===== config.mk =====
export PLATFORM = sky130hd
export DESIGN_NAME = max_sort_stream
export DESIGN_NICKNAME = d
export VERILOG_FILES = /design/src/rtl/max_sort_stream.sv
export SDC_FILE = /design/constraint.sdc
export NUM_CORES = 1
export LEC_CHECK = 0
export ABC_AREA = 1
export CORE_ASPECT_RATIO = 1.75
export CORE_MARGIN = 10
export CORE_UTILIZATION = 60
export DETAILED_ROUTE_END_ITERATION = 10
export PLACE_DENSITY = 0.77
export RECOVER_POWER = 100
export SLEW_MARGIN = 20
export SYNTH_ARGS = -nofsm -noshare
export SYNTH_HDL_FRONTEND = slang
export SYNTH_SLANG_ARGS = --single-unit

===== constraint.sdc =====
create_clock -name i_clk -period 9.1 [get_ports i_clk]
set_clock_uncertainty 0.1 [all_clocks]
set_input_delay 2.73 -clock i_clk [delete_from_list [all_inputs] [get_ports i_clk]]
set_output_delay 2.73 -clock i_clk [all_outputs]
set_load 0.005 [all_outputs]

===== src/rtl/max_sort_stream.sv =====
// Frame sorter: buffers M words, then repeatedly selects the largest remaining word
// with an MSB-first bit-column scan and streams it out with its index and a last flag.
module max_sort_stream #(
    parameter  int M  = 8,
    parameter  int N  = 8,
    localparam int IW = $clog2(M)
) (
    input  logic          i_clk,
    input  logic          i_rst,
    input  logic [N-1:0]  i_data,
    input  logic          i_valid,
    output logic          o_ready,
    output logic [N-1:0]  o_data,
    output logic [IW-1:0] o_idx,
    output logic          o_valid,
    input  logic          i_ready,
    output logic          o_last,
    output logic          o_busy
);

    localparam int BW = (N > 1) ? $clog2(N) : 1;

    typedef enum logic [1:0] {S_LOAD, S_SEARCH, S_EMIT} state_t;

    state_t          r_state;
    state_t          w_state_nx;
    logic [N-1:0]    r_mem [M];
    logic [IW-1:0]   r_wr_ptr;
    logic [IW-1:0]   r_sel;
    logic [N-1:0]    r_out_data;
    logic [BW-1:0]   r_bit;
    logic [M-1:0]    r_done;
    logic [M-1:0]    r_cand;
    logic [M-1:0]    w_col;
    logic [M-1:0]    w_hit;
    logic [M-1:0]    w_cand_nx;
    logic [M-1:0]    w_done_nx;
    logic [IW-1:0]   w_sel;
    logic [IW:0]     w_done_cnt;
    logic            w_load_fire;
    logic            w_emit_fire;
    logic            w_last;

    // Current bit column across all stored words.
    generate
        for (genvar gi = 0; gi < M; gi++) begin : g_col
            assign w_col[gi] = r_mem[gi][r_bit];
        end
    endgenerate

    always_comb begin
        w_hit      = r_cand & w_col;
        w_cand_nx  = (|w_hit) ? w_hit : r_cand;
        w_sel      = '0;
        for (int k = M - 1; k >= 0; k--) begin
            if (w_cand_nx[k]) w_sel = IW'(k);
        end
        w_done_cnt = '0;
        for (int k = 0; k < M; k++) begin
            w_done_cnt = w_done_cnt + (IW+1)'(r_done[k]);
        end
        w_done_nx  = r_done | (M'(1) << r_sel);
    end

    always_ff @(posedge i_clk or posedge i_rst) begin
        if (i_rst) r_state <= S_LOAD;
        else       r_state <= w_state_nx;
    end

    always_comb begin
        w_state_nx  = r_state;
        o_ready     = 1'b0;
        o_valid     = 1'b0;
        o_busy      = 1'b0;
        w_last      = 1'b0;
        w_load_fire = 1'b0;
        w_emit_fire = 1'b0;
        case (r_state)
            S_LOAD: begin
                o_ready     = 1'b1;
                w_load_fire = i_valid;
                if (i_valid && (r_wr_ptr == IW'(M - 1))) w_state_nx = S_SEARCH;
            end
            S_SEARCH: begin
                o_busy = 1'b1;
                if (r_bit == '0) w_state_nx = S_EMIT;
            end
            S_EMIT: begin
                o_busy      = 1'b1;
                o_valid     = 1'b1;
                w_last      = (w_done_cnt == (IW+1)'(M - 1));
                w_emit_fire = i_ready;
                if (i_ready) w_state_nx = w_last ? S_LOAD : S_SEARCH;
            end
            default: w_state_nx = S_LOAD;
        endcase
    end

    assign o_last = w_last;
    assign o_data = r_out_data;
    assign o_idx  = r_sel;

    // Word storage is never reset: a new frame always overwrites every entry before use.
    always_ff @(posedge i_clk) begin
        if (w_load_fire) r_mem[r_wr_ptr] <= i_data;
    end

    always_ff @(posedge i_clk or posedge i_rst) begin
        if (i_rst) begin
            r_wr_ptr   <= '0;
            r_done     <= '0;
            r_cand     <= '0;
            r_bit      <= '0;
            r_sel      <= '0;
            r_out_data <= '0;
        end else begin
            case (r_state)
                S_LOAD: begin
                    if (w_load_fire) begin
                        if (r_wr_ptr == IW'(M - 1)) begin
                            r_wr_ptr <= '0;
                            r_done   <= '0;
                            r_cand   <= '1;
                            r_bit    <= BW'(N - 1);
                        end else begin
                            r_wr_ptr <= r_wr_ptr + IW'(1);
                        end
                    end
                end
                S_SEARCH: begin
                    r_cand <= w_cand_nx;
                    if (r_bit == '0) begin
                        r_sel      <= w_sel;
                        r_out_data <= r_mem[w_sel];
                    end else begin
                        r_bit <= r_bit - BW'(1);
                    end
                end
                S_EMIT: begin
                    // Next pass starts from every word not yet emitted.
                    if (w_emit_fire) begin
                        r_done <= w_done_nx;
                        r_cand <= ~w_done_nx;
                        r_bit  <= BW'(N - 1);
                    end
                end
                default: ;
            endcase
        end
    end

endmodule


==> Yosys cells after proc, flatten, opt, wreduce, memory -nomap -nowiden <==
Memory sizes are Yosys's and may differ from the RTL's. A register that Yosys moved wholly into a read port is not among the register bits.
Cells that the tools add are included.
{ "op_classes": {"n_mul": 0, "bitwise": 3, "n_addsub": 9, "muxes": 52, "n_shift": 1, "order_cmp": 1, "n_reduce_logical": 13, "eq_ne": 11, "n_div": 0} }
{ "op_table": {"columns": ["operator", "count"], "rows": [
  ["$mux 8", 7],
  ["$mux 3", 13],
  ["$bmux 1 s3", 8],
  ["$pmux 8 s3", 1],
  ["$mux 1", 17],
  ["$add 4x1->4", 4],
  ["$pmux 8 s2", 1],
  ["$ne 2x2->1 const B", 7],
  ["$pmux 3 s3", 1],
  ["$and 8x8->8", 1],
  ["$not 8->8", 1],
  ["$or 8x8->8", 1],
  ["$reduce_and 4->1", 2],
  ["$reduce_or 8->1", 1],
  ["$shl 1x3->8 const A", 1],
  ["$mux 2", 3],
  ["$pmux 2 s3", 1],
  ["$reduce_and 5->1", 1],
  ["$add 3x1->4", 1],
  ["$eq 4x3->1 const B", 1],
  ["$lt 3x4->1 const B", 1],
  ["$reduce_and 2->1", 2],
  ["$add 2x1->3", 1],
  ["$add 3x1->3 const B", 1],
  ["12 further kinds", 12]
]} }
{ "totals": {"latchBits": 0, "wordCells": 97, "mem_bits_ro": 0, "inputBits": 12, "reg_bits": 27, "output_inout_bits": 15, "n_memories": 1, "ramBits": 64} }
{ "mem_list": {"columns": ["name", "words", "word_bits", "rd", "rd_ports_with_merged_regs", "wr", "line_no", "source"], "rows": [
  ["r_mem", 8, 8, 9, 1, 1, "27", "logic [N-1:0] r_mem [M];"]
]} }

==> Logic depth before layout (Yosys ltp) <==
Gate-level depths: netlist of the first run.
{ "depth": {"depth_word": 13, "mapped_depth": 26, "ltp_nobuf": 23} }

==> Worst setup path after synthesis of the first run <==
Ideal clock, no wire load.
{ "synth_path": {"kind": "register -> output", "from": "register r_done[0]", "to": "output o_last", "required_time_ps": 6270, "stages_incl_launch_ff": 11, "arrival_time_ps": 3001, "setup_slack_ps": 3269, "n_path_buf": 0, "path_cell_list": "dfrtp_1 > fa_1 > inv_1 > fa_1 > fa_1 > inv_1 > ha_1 > fa_1 > nand2_1 > a211o_1 > nor2_1"} }
{ "synth_between": {"elab_chain_cells": 9} }
{ "synth_lines": {"columns": ["item", "line_no", "source"], "rows": [
  ["from (decl)", "32", "logic [M-1:0] r_done;"],
  ["from (signal assigned)", "142", "r_done <= w_done_nx;"],
  ["$add 1x1->2", "60", "w_done_cnt = w_done_cnt + (IW+1)'(r_done[k]);"],
  ["$add 2x1->3", "60", null],
  ["$add 3x1->4", "60", null],
  ["$add 4x1->4 (4 in series)", "60", null],
  ["$eq 4x3->1", "91", "w_last = (w_done_cnt == (IW+1)'(M - 1));"],
  ["$mux 1", "78", "case (r_state)"],
  ["to (decl)", "17", "output logic o_last,"]
]} }
Every way passes these cells.

==> Worst setup path after layout of the first run <==
{ "layout_path": {"from": "register r_bit[0]", "to": "register r_out_data[3] (netlist: o_data[3]), read port of r_mem"} }
{ "layout_between": {"elab_chain_cells": 13, "word_cells_on_any_way": 29} }
{ "layout_lines": {"columns": ["item", "line_no", "source"], "rows": [
  ["from (decl)", "31", "logic [BW-1:0] r_bit;"],
  ["from (signal assigned)", "124", "r_bit <= BW'(N - 1);"],
  ["from (signal assigned)", "136", "r_bit <= r_bit - BW'(1);"],
  ["from (signal assigned)", "144", "r_bit <= BW'(N - 1);"],
  ["$bmux 1 s3", "47", "assign w_col[gi] = r_mem[gi][r_bit];"],
  ["$mux 1 (not written as such)", "47", null],
  ["$and 8x8->8", "52", "w_hit = r_cand & w_col;"],
  ["$reduce_or 8->1", "53", "w_cand_nx = (|w_hit) ? w_hit : r_cand;"],
  ["$mux 8", "53", null],
  ["$mux 3 (8 in series)", "56", "if (w_cand_nx[k]) w_sel = IW'(k);"],
  ["to (decl)", "30", "logic [N-1:0] r_out_data;"]
]} }
Parallel ways exist; a longest one is shown, timed or not. The select of a mux whose other input is x is not followed.
A chain may end at the register's enable or synchronous reset.

==> results.txt, run 1 <==
outcome: finished with violations
failing checks: max-capacitance violations, max-slew violations
Crit Path Category: register to register
Worst Path Required: 9.23 ns
Remaining Overflow, GRT: 0
Die ar.: 13400 um2
final wirelength: 13100 um
Max IR drop VDD: 221 uV
Num CTS Buffers: 9
gpl congestion: 0.924
Top-Level Pins: 27
# rows: 45
Die Y: 146 um
pin count of the biggest net entering global routing: 47
via count: 4434
H-tree levels: 3
layout cells sized above 1: 4.50%
DR pass1 iterations: 7
HP Class: register to register
antenna violations before repair: 0
TNS Setup: 0 ns
top cells by area, synth: edfxtp_1 (36%), dfrtp_1 (16%), nand2_1 (11%)
HPWL Detailed: 9630 um
DR DRC count: 0
pwr dens: 354 nW/um2
minimum clock period: 7.39 ns
drt initial violations: 472
ys async rst share: 35.4%
post-synth net total: 653
Synth area leader: edfxtp_1
CP Capture Type: register
Critical Path Source Type: register
top_reg_cell synth: edfxtp_1
sequential cell area: 2800 um2
multi-input logic area: 2030 um2
vias in the first global route: 4308
worst-path fanout max: 46
area grow syn2layout: 9.21%
count of yosys warnings during synthesis: 0
Achievable Freq: 135 MHz
Clock Pin Slew Worst Setup and Hold Paths: 0.07 ns
Via-to-Cell Ratio: 5.82
diodes inserted: 0
EDFF count, synth: 64
cell depth of the worst hold path: 2
CTS Hold Buffers Added: 0
fillers: 718
maxcap violations: 2
crit path DAT: 7.52 ns
Initial Utilization: 61.9%
GRT Total Usage: 19.6%
final worst slack: 1.71 ns
setup bufs post-CTS: 0
Slew @ Worst Pin: 1.90 ns
Core ar.: 8730 um2
worst skew pair latency: 0.35 ns
Mapped Area: 5410 um2
# port buffers: 26
root buf cell: clkbuf_16
Final nets: 667
Synth cell types: 34
drt wl/cell: 17.2 um
Rel. slew slack: -27.0%
RSZ-0062 raised after global routing: false
Tcrit/Tclk final: 81.2%
worst reg2reg path depth: 20
Seq cells post-synth: 99
CTS Sinks: 99
Final Non-Filler Cells: 762
pre-CTS setup slack: 2.60 ns
CTS tree: yes
remaining antenna violation count after routing: 0
final setup violation count: 0
Max Slew Vio Count: 83
Mapped Avg Cell Area: 8.64 um2
Seq/Total Area, Yosys: 51.7%
Leakage: 2.63 nW
placed cell count: 746
CTS resizes: 0
CTS max path bufs: 2
Cells after Synth: 626
Yosys top cell area share: 35.5%
Hold Vio Cnt, Final: 0
Die W: 91.8 um
first-pass GRT wire length: 21300 um
## synth_stat cells, types with 4 or more instances
cell type  instances
nand3_1          122
a31oi_1            7
buf_6              9
buf_2              4
buf_4              6
o22ai_1           10
ha_1              11
nand2_1          165
inv_1             92
fa_1               4
dfrtp_1           35
o21ai_1            8
o21ai_0           14
a32oi_1            6
edfxtp_1          64
a21oi_1            5
o211ai_1           4
nor2_1            31
clkbuf_1           6
## cell type report
class / count / share of cell area [%]
Clock inverter: 7 / 1.10
Tap cell: 117 / 2.48
Sequential cell: 99 / 47.4
Timing Repair Buffer: 28 / 4.53
Multi-Input combinational cell: 405 / 34.5
Clock buffer: 9 / 3.81
Inverter: 97 / 6.23
## cells by family after synthesis
kind of cell / Yosys count / synth area share, %
flops: 99 / 51.7
compound gates: 60 / 7.08
simple gates: 329 / 26.7
fa+ha+maj: 15 / 4.03
buf+inv: 122 / 10.3
xor+xnor: 1 / 0.162
## worst paths after layout
path,slack (ns),to,from
min,0.40,o_data[3],o_data[3]
min reg2reg,0.40,o_data[3],o_data[3]
max,1.71,o_data[3],r_bit[0]
min in group asynchronous,3.40,o_data[6],i_rst
max in group asynchronous,4.40,r_cand[0],i_rst
max reg2reg,1.71,o_data[3],r_bit[0]
## registers in the layout, summed over array words and instances (netlist names)
signal	flops
r_wr_ptr	3
r_mem	64
r_done	8
r_cand	8
o_idx	3
o_data	8
r_bit	3
r_state	2
## layer usage
layer | global-route usage, % | vias up | share of wire, %
met2 | 33.9 | 193 | 52
met1 | 21.7 | 2109 | 39
li1 | - | 2100 | -
met4 | 11.2 | 0 | 3.3
met3 | 3.61 | 32 | 5.3
met5 | 0 | - | 0
## cells in the final DEF (no fill, tap or decap), types with 9 or more instances in the layout
master,Yosys,routed
inv_1,92,92
edfxtp_1,64,64
nand3_1,122,122
nand2_1,165,167
o21ai_0,14,17
o22ai_1,10,10
dfrtp_1,35,35
ha_1,11,11
clkbuf_16,0,9
dlygate4sd3_1,0,25
nor2_1,31,31
## power breakdown
group          switching, mW  total [mW]  internal, mW
registers             0.0607       0.624         0.563
logic                  0.755        1.09         0.334
clock network          0.163       0.375         0.212
total                  0.979        2.09          1.11
## critical path, cell delays in order (launching register included)
cell and delay (ns):
dfrtp_1 0.32, clkbuf_1 1.36, clkinvlp_2 1.43, nand2_1 0.24
nand2_1 0.07, nand2_1 0.06, nand3_1 0.16, nand3_1 0.16
nand2_1 0.11, nor2_4 0.17, nand2_4 0.09, o21ai_0 0.30
inv_1 0.08, nand2_1 0.07, nand2_1 0.06, nand2_1 0.81
nand2_1 1.02, nand2_1 0.28, nand3_1 0.11, nand3_1 0.16
nand3_1 0.09
## through the flow
step | total power, mW | hold WS [ns] | utilization [%] | instance area, um2
2_1_floorplan | 1.51 | 0.389 | - | 5410
3_3_place_gp | 1.68 | 0.385 | 64.6 | 5640
3_5_place_dp | 1.71 | 0.393 | 64.6 | 5640
4_1_cts | 2.09 | 0.411 | 67.9 | 5930
5_1_grt | 2.24 | 0.433 | 67.7 | 5900
6_report | 2.09 | 0.400 | 67.7 | 5900
No activity file was read; power rests on OpenSTA's default activity.
==> run 2: changes to the inputs <==
--- a/config.mk
+++ b/config.mk
@@ -8,9 +8,9 @@
 export ABC_AREA = 1
 export CORE_ASPECT_RATIO = 1.75
 export CORE_MARGIN = 10
-export CORE_UTILIZATION = 60
+export CORE_UTILIZATION = 55
 export DETAILED_ROUTE_END_ITERATION = 10
-export PLACE_DENSITY = 0.77
+export PLACE_DENSITY = 0.74
 export RECOVER_POWER = 100
 export SLEW_MARGIN = 20
 export SYNTH_ARGS = -nofsm -noshare
==> constraint.sdc (replaced) <==
create_clock -name i_clk -period 6.2 [get_ports i_clk]
set_clock_uncertainty 0.1 [all_clocks]
set_input_delay 1.86 -clock i_clk [delete_from_list [all_inputs] [get_ports i_clk]]
set_output_delay 1.86 -clock i_clk [all_outputs]
set_load 0.005 [all_outputs]
==> run 2 against run 1 <==
Effect of this change:
- the flow still finishes with violations (max-capacitance violations, max-slew violations)
- cell count grew 0.52%
- global-route usage shrank 0.12 points
- sequential power grew 50%
- design area shrank 0.32%
- clock-buffer cell count grew 1
- critical path depth shrank 9
- hold slack gained 0.013 ns
- total power grew 45%
- die area grew 7.4%
- sequential share of layout area grew 0.15 points
- critical path type is now register to output port
- largest cell class unchanged
- highest routed layer unchanged
==> results.txt, run 2 (synthesized netlist as in run 1, its figures left out) <==
Worst Min Path Start: o_data[7]
CP bufs+invs: 3 (unchanged)
root buf cell: clkbuf_16
Rel. slew slack: -21.9% (+5.1 points)
CTS Hold Buffers Added: 0 (unchanged)
worst skew pair latency: 0.35 ns (about the same)
first-pass GRT wire length: 21600 um (+1.4%)
Die W: 94.9 um (+3.5%)
DR pass1 iterations: 8 (+1)
# port buffers: 26 (unchanged)
HPWL Detailed: 9970 um (+3.6%)
minimum clock period: 5.97 ns
setup bufs post-CTS: 0 (unchanged)
layout cells sized above 1: 4.35% (-0.15 points)
RSZ-0062 raised after global routing: false
Worst R2R Start: r_bit[0]
CTS tree: yes
CTS Sinks: 99 (unchanged)
DP Area: 5650 um2 (+0.11%)
final worst slack: 0.231 ns (-1.48 ns)
crit-path max cell delay: 0.54 ns (-0.89 ns)
CP Capture Type: output port
pwr dens: 513 nW/um2 (+45%)
drt initial violations: 536 (+14%)
CTS max path bufs: 2 (unchanged)
placed cell count: 751 (+0.67%)
Max IR drop VDD: 244 uV (+11%)
Worst Path Required: 4.24 ns (-4.99 ns)
area grow syn2layout: 8.86%
Crit Path Category: register to output port
final setup violation count: 0 (unchanged)
Logic pwr share: 52.1% (about the same)
Tcrit/Tclk final: 96.3%
pre-CTS setup slack: 0.561 ns (-2.04 ns)
Clock Pin Slew Worst Setup and Hold Paths: 0.07 ns (about the same)
slowest CP cell: fa_1
sequential power share: 31.1% (+1.2 points)
HP Class: register to register
Largest Register: r_mem
final instance area: 5890 um2 (-0.32%)
GR Layer Usage met3: 2.87% (-0.74 points)
M2 GR Usage: 34.1% (+0.14 points)
Die Y: 151 um (+3.8%)
outcome: finished with violations
Final Non-Filler Cells: 766 (+0.52%)
# rows: 47 (+4.4%)
GRT Total Usage: 19.5% (-0.12 points)
Initial Utilization: 56.8% (-5.2 points)
crit-path cells: fa_1, inv_1, fa_1, fa_1, inv_1, ha_1, fa_1, nand2_1, a211o_1, nor2_1, clkdlybuf4s50_1
leading cell type in the layout, fill and taps excluded: nand2_1
vias in the first global route: 4291 (-0.39%)
Max Slew Vio Count: 36 (-57%)
diodes inserted: 0 (unchanged)
worst-path fanout max: 3 (-93%)
maxcap violations: 1 (-1)
Top-Level Pins: 27 (unchanged)
Leakage: 2.62 nW (-0.47%)
Slew @ Worst Pin: 1.83 ns (-0.0767 ns)
max reg flops: 64 (unchanged)
grt peak-use layer: met2
Die ar.: 14400 um2 (+7.4%)
via count: 4408 (-0.59%)
crit path DAT: 4.01 ns (-3.51 ns)
crit-path leading delay family: adder cells
clock power share: 16.8% (-1.2 points)
Min Hold Slack: 0.413 ns (+0.0130 ns)
drt wl/cell: 17.4 um (+1.0%)
Switching Fraction: 47.6% (+0.67 points)
remaining antenna violation count after routing: 0 (unchanged)
Final nets: 667 (unchanged)
switching power: 1.44 mW (+47%)
Most Frequent Cell on Critical Path: fa_1
reg-to-reg setup timing slack: 0.48 ns (-1.23 ns)
Remaining Overflow, GRT: 0 (unchanged)
final wirelength: 13300 um (+1.5%)
TNS Setup: 0 ns (unchanged)
antenna violations before repair: 0 (unchanged)
Hold Vio Cnt, Final: 0 (unchanged)
Num CTS Buffers: 9 (unchanged)
CTS resizes: 0 (unchanged)
commonest non-fill, non-tap cells in the layout: nand2_1 (167), nand3_1 (122), inv_1 (92)
Core ar.: 9530 um2 (+9.2%)
Via-to-Cell Ratio: 5.75 (-1.1%)
DR DRC count: 0 (unchanged)
Setup crit start: r_done[0]
Critical Path Source Type: register
H-tree levels: 3 (unchanged)
Int Pwr: 1.58 mW (+43%)
met1 GRT Util: 22.0% (+0.26 points)
failing checks: max-capacitance violations, max-slew violations
gpl congestion: 0.911 (-1.4%)
pin count of the biggest net entering global routing: 36 (-23%)
Achievable Freq: 168 MHz
-- run 2: final cells by class --
class / count / area (um2)
Tap cell: 122 / 153
Multi-Input combinational cell: 405 / 2030
Sequential cell: 99 / 2800
Timing Repair Buffer: 28 / 268
Clock buffer: 10 / 229
Clock inverter: 5 / 38.8
Inverter: 97 / 369
Fill cell: 820 / 3640
-- run 2: layer usage --
metal  vias to the layer above  wire (um)
met5                         -          0
met4                         0        529
met3                        39        657
met2                       195       6930
met1                      2078       5210
li1                       2096          -
-- run 2: path summary, 6_finish.rpt --
path | end | cells past startpoint
min reg2reg | o_data[7] | 2
max | o_last | 11
max reg2reg | o_data[3] | 20
min | o_data[7] | 2
max in group asynchronous | r_done[1] | 3
min in group asynchronous | r_wr_ptr[0] | 3
-- run 2: power groups by stage --
stage	logic, mW	registers, mW	clock network [mW]
after CTS	1.57	0.935	0.515
after global routing	1.75	0.949	0.543
after global placement	1.53	0.941	0
after detailed placement	1.56	0.945	0
after floorplan	1.33	0.890	0
final	1.57	0.937	0.507
-- run 2: through the flow --
step	utilization, %	power [mW]
floorplan	-	2.22
global placement	59.3	2.47
detailed placement	59.3	2.51
CTS	62.1	3.02
global route	61.8	3.24
finish	61.8	3.02
-- run 2: tightest hold or removal path, cell delays in order, from the launching register on --
cell     delay, ns
dfrtp_1       0.35
nand2_1       0.06
nand3_1       0.07
==> run 3: changes to the inputs <==
--- a/config.mk
+++ b/config.mk
@@ -8,9 +8,9 @@
 export ABC_AREA = 1
 export CORE_ASPECT_RATIO = 1.75
 export CORE_MARGIN = 10
-export CORE_UTILIZATION = 55
+export CORE_UTILIZATION = 40
 export DETAILED_ROUTE_END_ITERATION = 10
-export PLACE_DENSITY = 0.74
+export PLACE_DENSITY = 0.56
 export RECOVER_POWER = 100
 export SLEW_MARGIN = 20
 export SYNTH_ARGS = -nofsm -noshare
==> run 3 against run 2 <==
Effect of this change:
- the run still ends with max-capacitance violations, max-slew violations left
- largest cell class unchanged
- combinational power about the same
- sequential cell count is the same
- setup slack better by 0.038 ns
- cell count rose by 6.9%
==> results.txt, run 3 (synthesized netlist as in run 1, its figures left out) <==
Remaining Overflow, GRT: 0 (unchanged)
HP Class: register to register
vias in the first global route: 4353 (+1.4%)
Die Y: 174 um (+15%)
DR pass1 iterations: 7 (-1)
Worst R2R Start: r_bit[0]
drt initial violations: 421 (-21%)
via count: 4337 (-1.6%)
pre-CTS setup slack: 0.601 ns (+0.0392 ns)
CTS Sinks: 99 (unchanged)
Achievable Freq: 169 MHz (+0.64%)
outcome: finished with violations
DR DRC count: 0 (unchanged)
reg-to-reg setup timing slack: 0.68 ns (+0.20 ns)
final worst slack: 0.269 ns (+0.0379 ns)
CTS max path bufs: 2 (unchanged)
layout cells sized above 1: 4.65% (+0.30 points)
leading cell type in the layout, fill and taps excluded: nand2_1
Die W: 108 um (+14%)
Via-to-Cell Ratio: 5.30 (-8.0%)
Slew @ Worst Pin: 2.01 ns (+0.178 ns)
pin count of the biggest net entering global routing: 47 (+31%)
minimum clock period: 5.93 ns (-0.0379 ns)
area grow syn2layout: 10.7%
antenna violations before repair: 0 (unchanged)
Die ar.: 18700 um2 (+31%)
Reg2Reg Capture Point: o_data[3]
HPWL Detailed: 10400 um (+4.1%)
worst skew pair latency: 0.34 ns (about the same)
Clock Pin Slew Worst Setup and Hold Paths: 0.07 ns (about the same)
remaining antenna violation count after routing: 0 (unchanged)
max reg flops: 64 (unchanged)
Critical Path Source Type: register
Worst Path Required: 4.24 ns (about the same)
drt wl/cell: 16.7 um (-3.8%)
setup bufs post-CTS: 0 (unchanged)
Max IR drop VDD: 193 uV (-21%)
crit-path leading delay family: adder cells
root buf cell: clkbuf_16
Most Frequent Cell on Critical Path: fa_1
Hold Vio Cnt, Final: 0 (unchanged)
Top-Level Pins: 27 (unchanged)
CTS Hold Buffers Added: 0 (unchanged)
diodes inserted: 0 (unchanged)
Rel. slew slack: -33.8% (-12 points)
Final nets: 667 (unchanged)
pwr dens: 511 nW/um2 (-0.26%)
Crit Path Category: register to output port
cell depth of the worst hold path: 2 (unchanged)
WHS Endpoint: o_data[3]
maxcap violations: 1 (unchanged)
gpl congestion: 0.892 (-2.1%)
first-pass GRT wire length: 22600 um (+4.7%)
TNS Setup: 0 ns (unchanged)
slowest CP cell: fa_1
GRT Total Usage: 15.2% (-4.3 points)
CP Capture Type: output port
final wirelength: 13700 um (+2.9%)
worst-path fanout max: 3 (unchanged)
H-tree levels: 3 (unchanged)
final setup violation count: 0 (unchanged)
CTS resizes: 0 (unchanged)
Initial Utilization: 40.6% (-16 points)
placed cell count: 803 (+6.9%)
commonest non-fill, non-tap cells in the layout: nand2_1 (168), nand3_1 (122), inv_1 (92)
Worst Min Path Start: o_data[3]
CTS tree: yes
# port buffers: 26 (unchanged)
CP bufs+invs: 3 (unchanged)
# rows: 56 (+19%)
Largest Register: r_mem
Num CTS Buffers: 9 (unchanged)
Leakage: 2.63 nW (+0.46%)
Core ar.: 13300 um2 (+40%)
failing checks: max-capacitance violations, max-slew violations
RSZ-0062 raised after global routing: false
worst reg2reg path depth: 22 (+10%)
Max Slew Vio Count: 36 (unchanged)
crit-path max cell delay: 0.54 ns (about the same)
Tcrit/Tclk final: 95.7% (-0.61 points)
crit-path cells: fa_1, inv_1, fa_1, fa_1, inv_1, ha_1, fa_1, nand2_1, a211o_1, nor2_1, clkdlybuf4s50_1
Final Non-Filler Cells: 819 (+6.9%)
crit path DAT: 3.97 ns (-0.04 ns)
-- run 3: per-stage QoR --
step | cell area, um2 | hold WS [ns] | util (%) | power (mW)
2_1_floorplan | 5410 | 0.389 | - | 2.22
3_3_place_gp | 5710 | 0.397 | 42.9 | 2.51
3_5_place_dp | 5710 | 0.392 | 42.9 | 2.53
4_1_cts | 6010 | 0.410 | 45.2 | 3.10
5_1_grt | 5980 | 0.443 | 45.0 | 3.33
6_report | 5980 | 0.402 | 45.0 | 3.06
-- run 3: layout make-up --
class | count | area (um2)
Clock inverter | 6 | 72.6
Tap cell | 174 | 218
Clock buffer | 10 | 229
Multi-Input combinational cell | 405 | 2030
Inverter | 97 | 367
Sequential cell | 99 | 2800
Fill cell | 1331 | 7330
Timing Repair Buffer | 28 | 269
-- run 3: worst max path at each step --
| stage | start | endpoint | slack (ns) | cells past startpoint |
|---|---|---|---|---|
| 2_1_floorplan | r_done[0] | o_last | 1.24 | 10 |
| 3_3_place_gp | r_done[0] | o_last | 0.65 | 11 |
| 5_1_grt | r_bit[0] | o_data[3] | 0.1 | 22 |
| 3_5_place_dp | r_done[0] | o_last | 0.60 | 11 |
| 6_report | r_done[0] | o_last | 0.27 | 11 |
| 4_1_cts | r_done[0] | o_last | 0.22 | 11 |
-- run 3: tightest hold or removal path: stages, from the launching register on --
cell and delay [ns]:
dfrtp_1 0.34, nand2_1 0.06, nand3_1 0.07
-- run 3: report_power, final --
part | switching [mW] | internal (mW)
Sequential | 0.0897 | 0.826
Combinational | 1.10 | 0.486
Clock | 0.244 | 0.317
-- run 3: routing by layer --
metal	vias to the layer above	GRT usage (%)	wire (um)
li1	2093	-	-
met3	37	2.38	602
met4	0	7.94	586
met2	157	26.0	7080
met1	2050	17.6	5450
met5	-	0	0
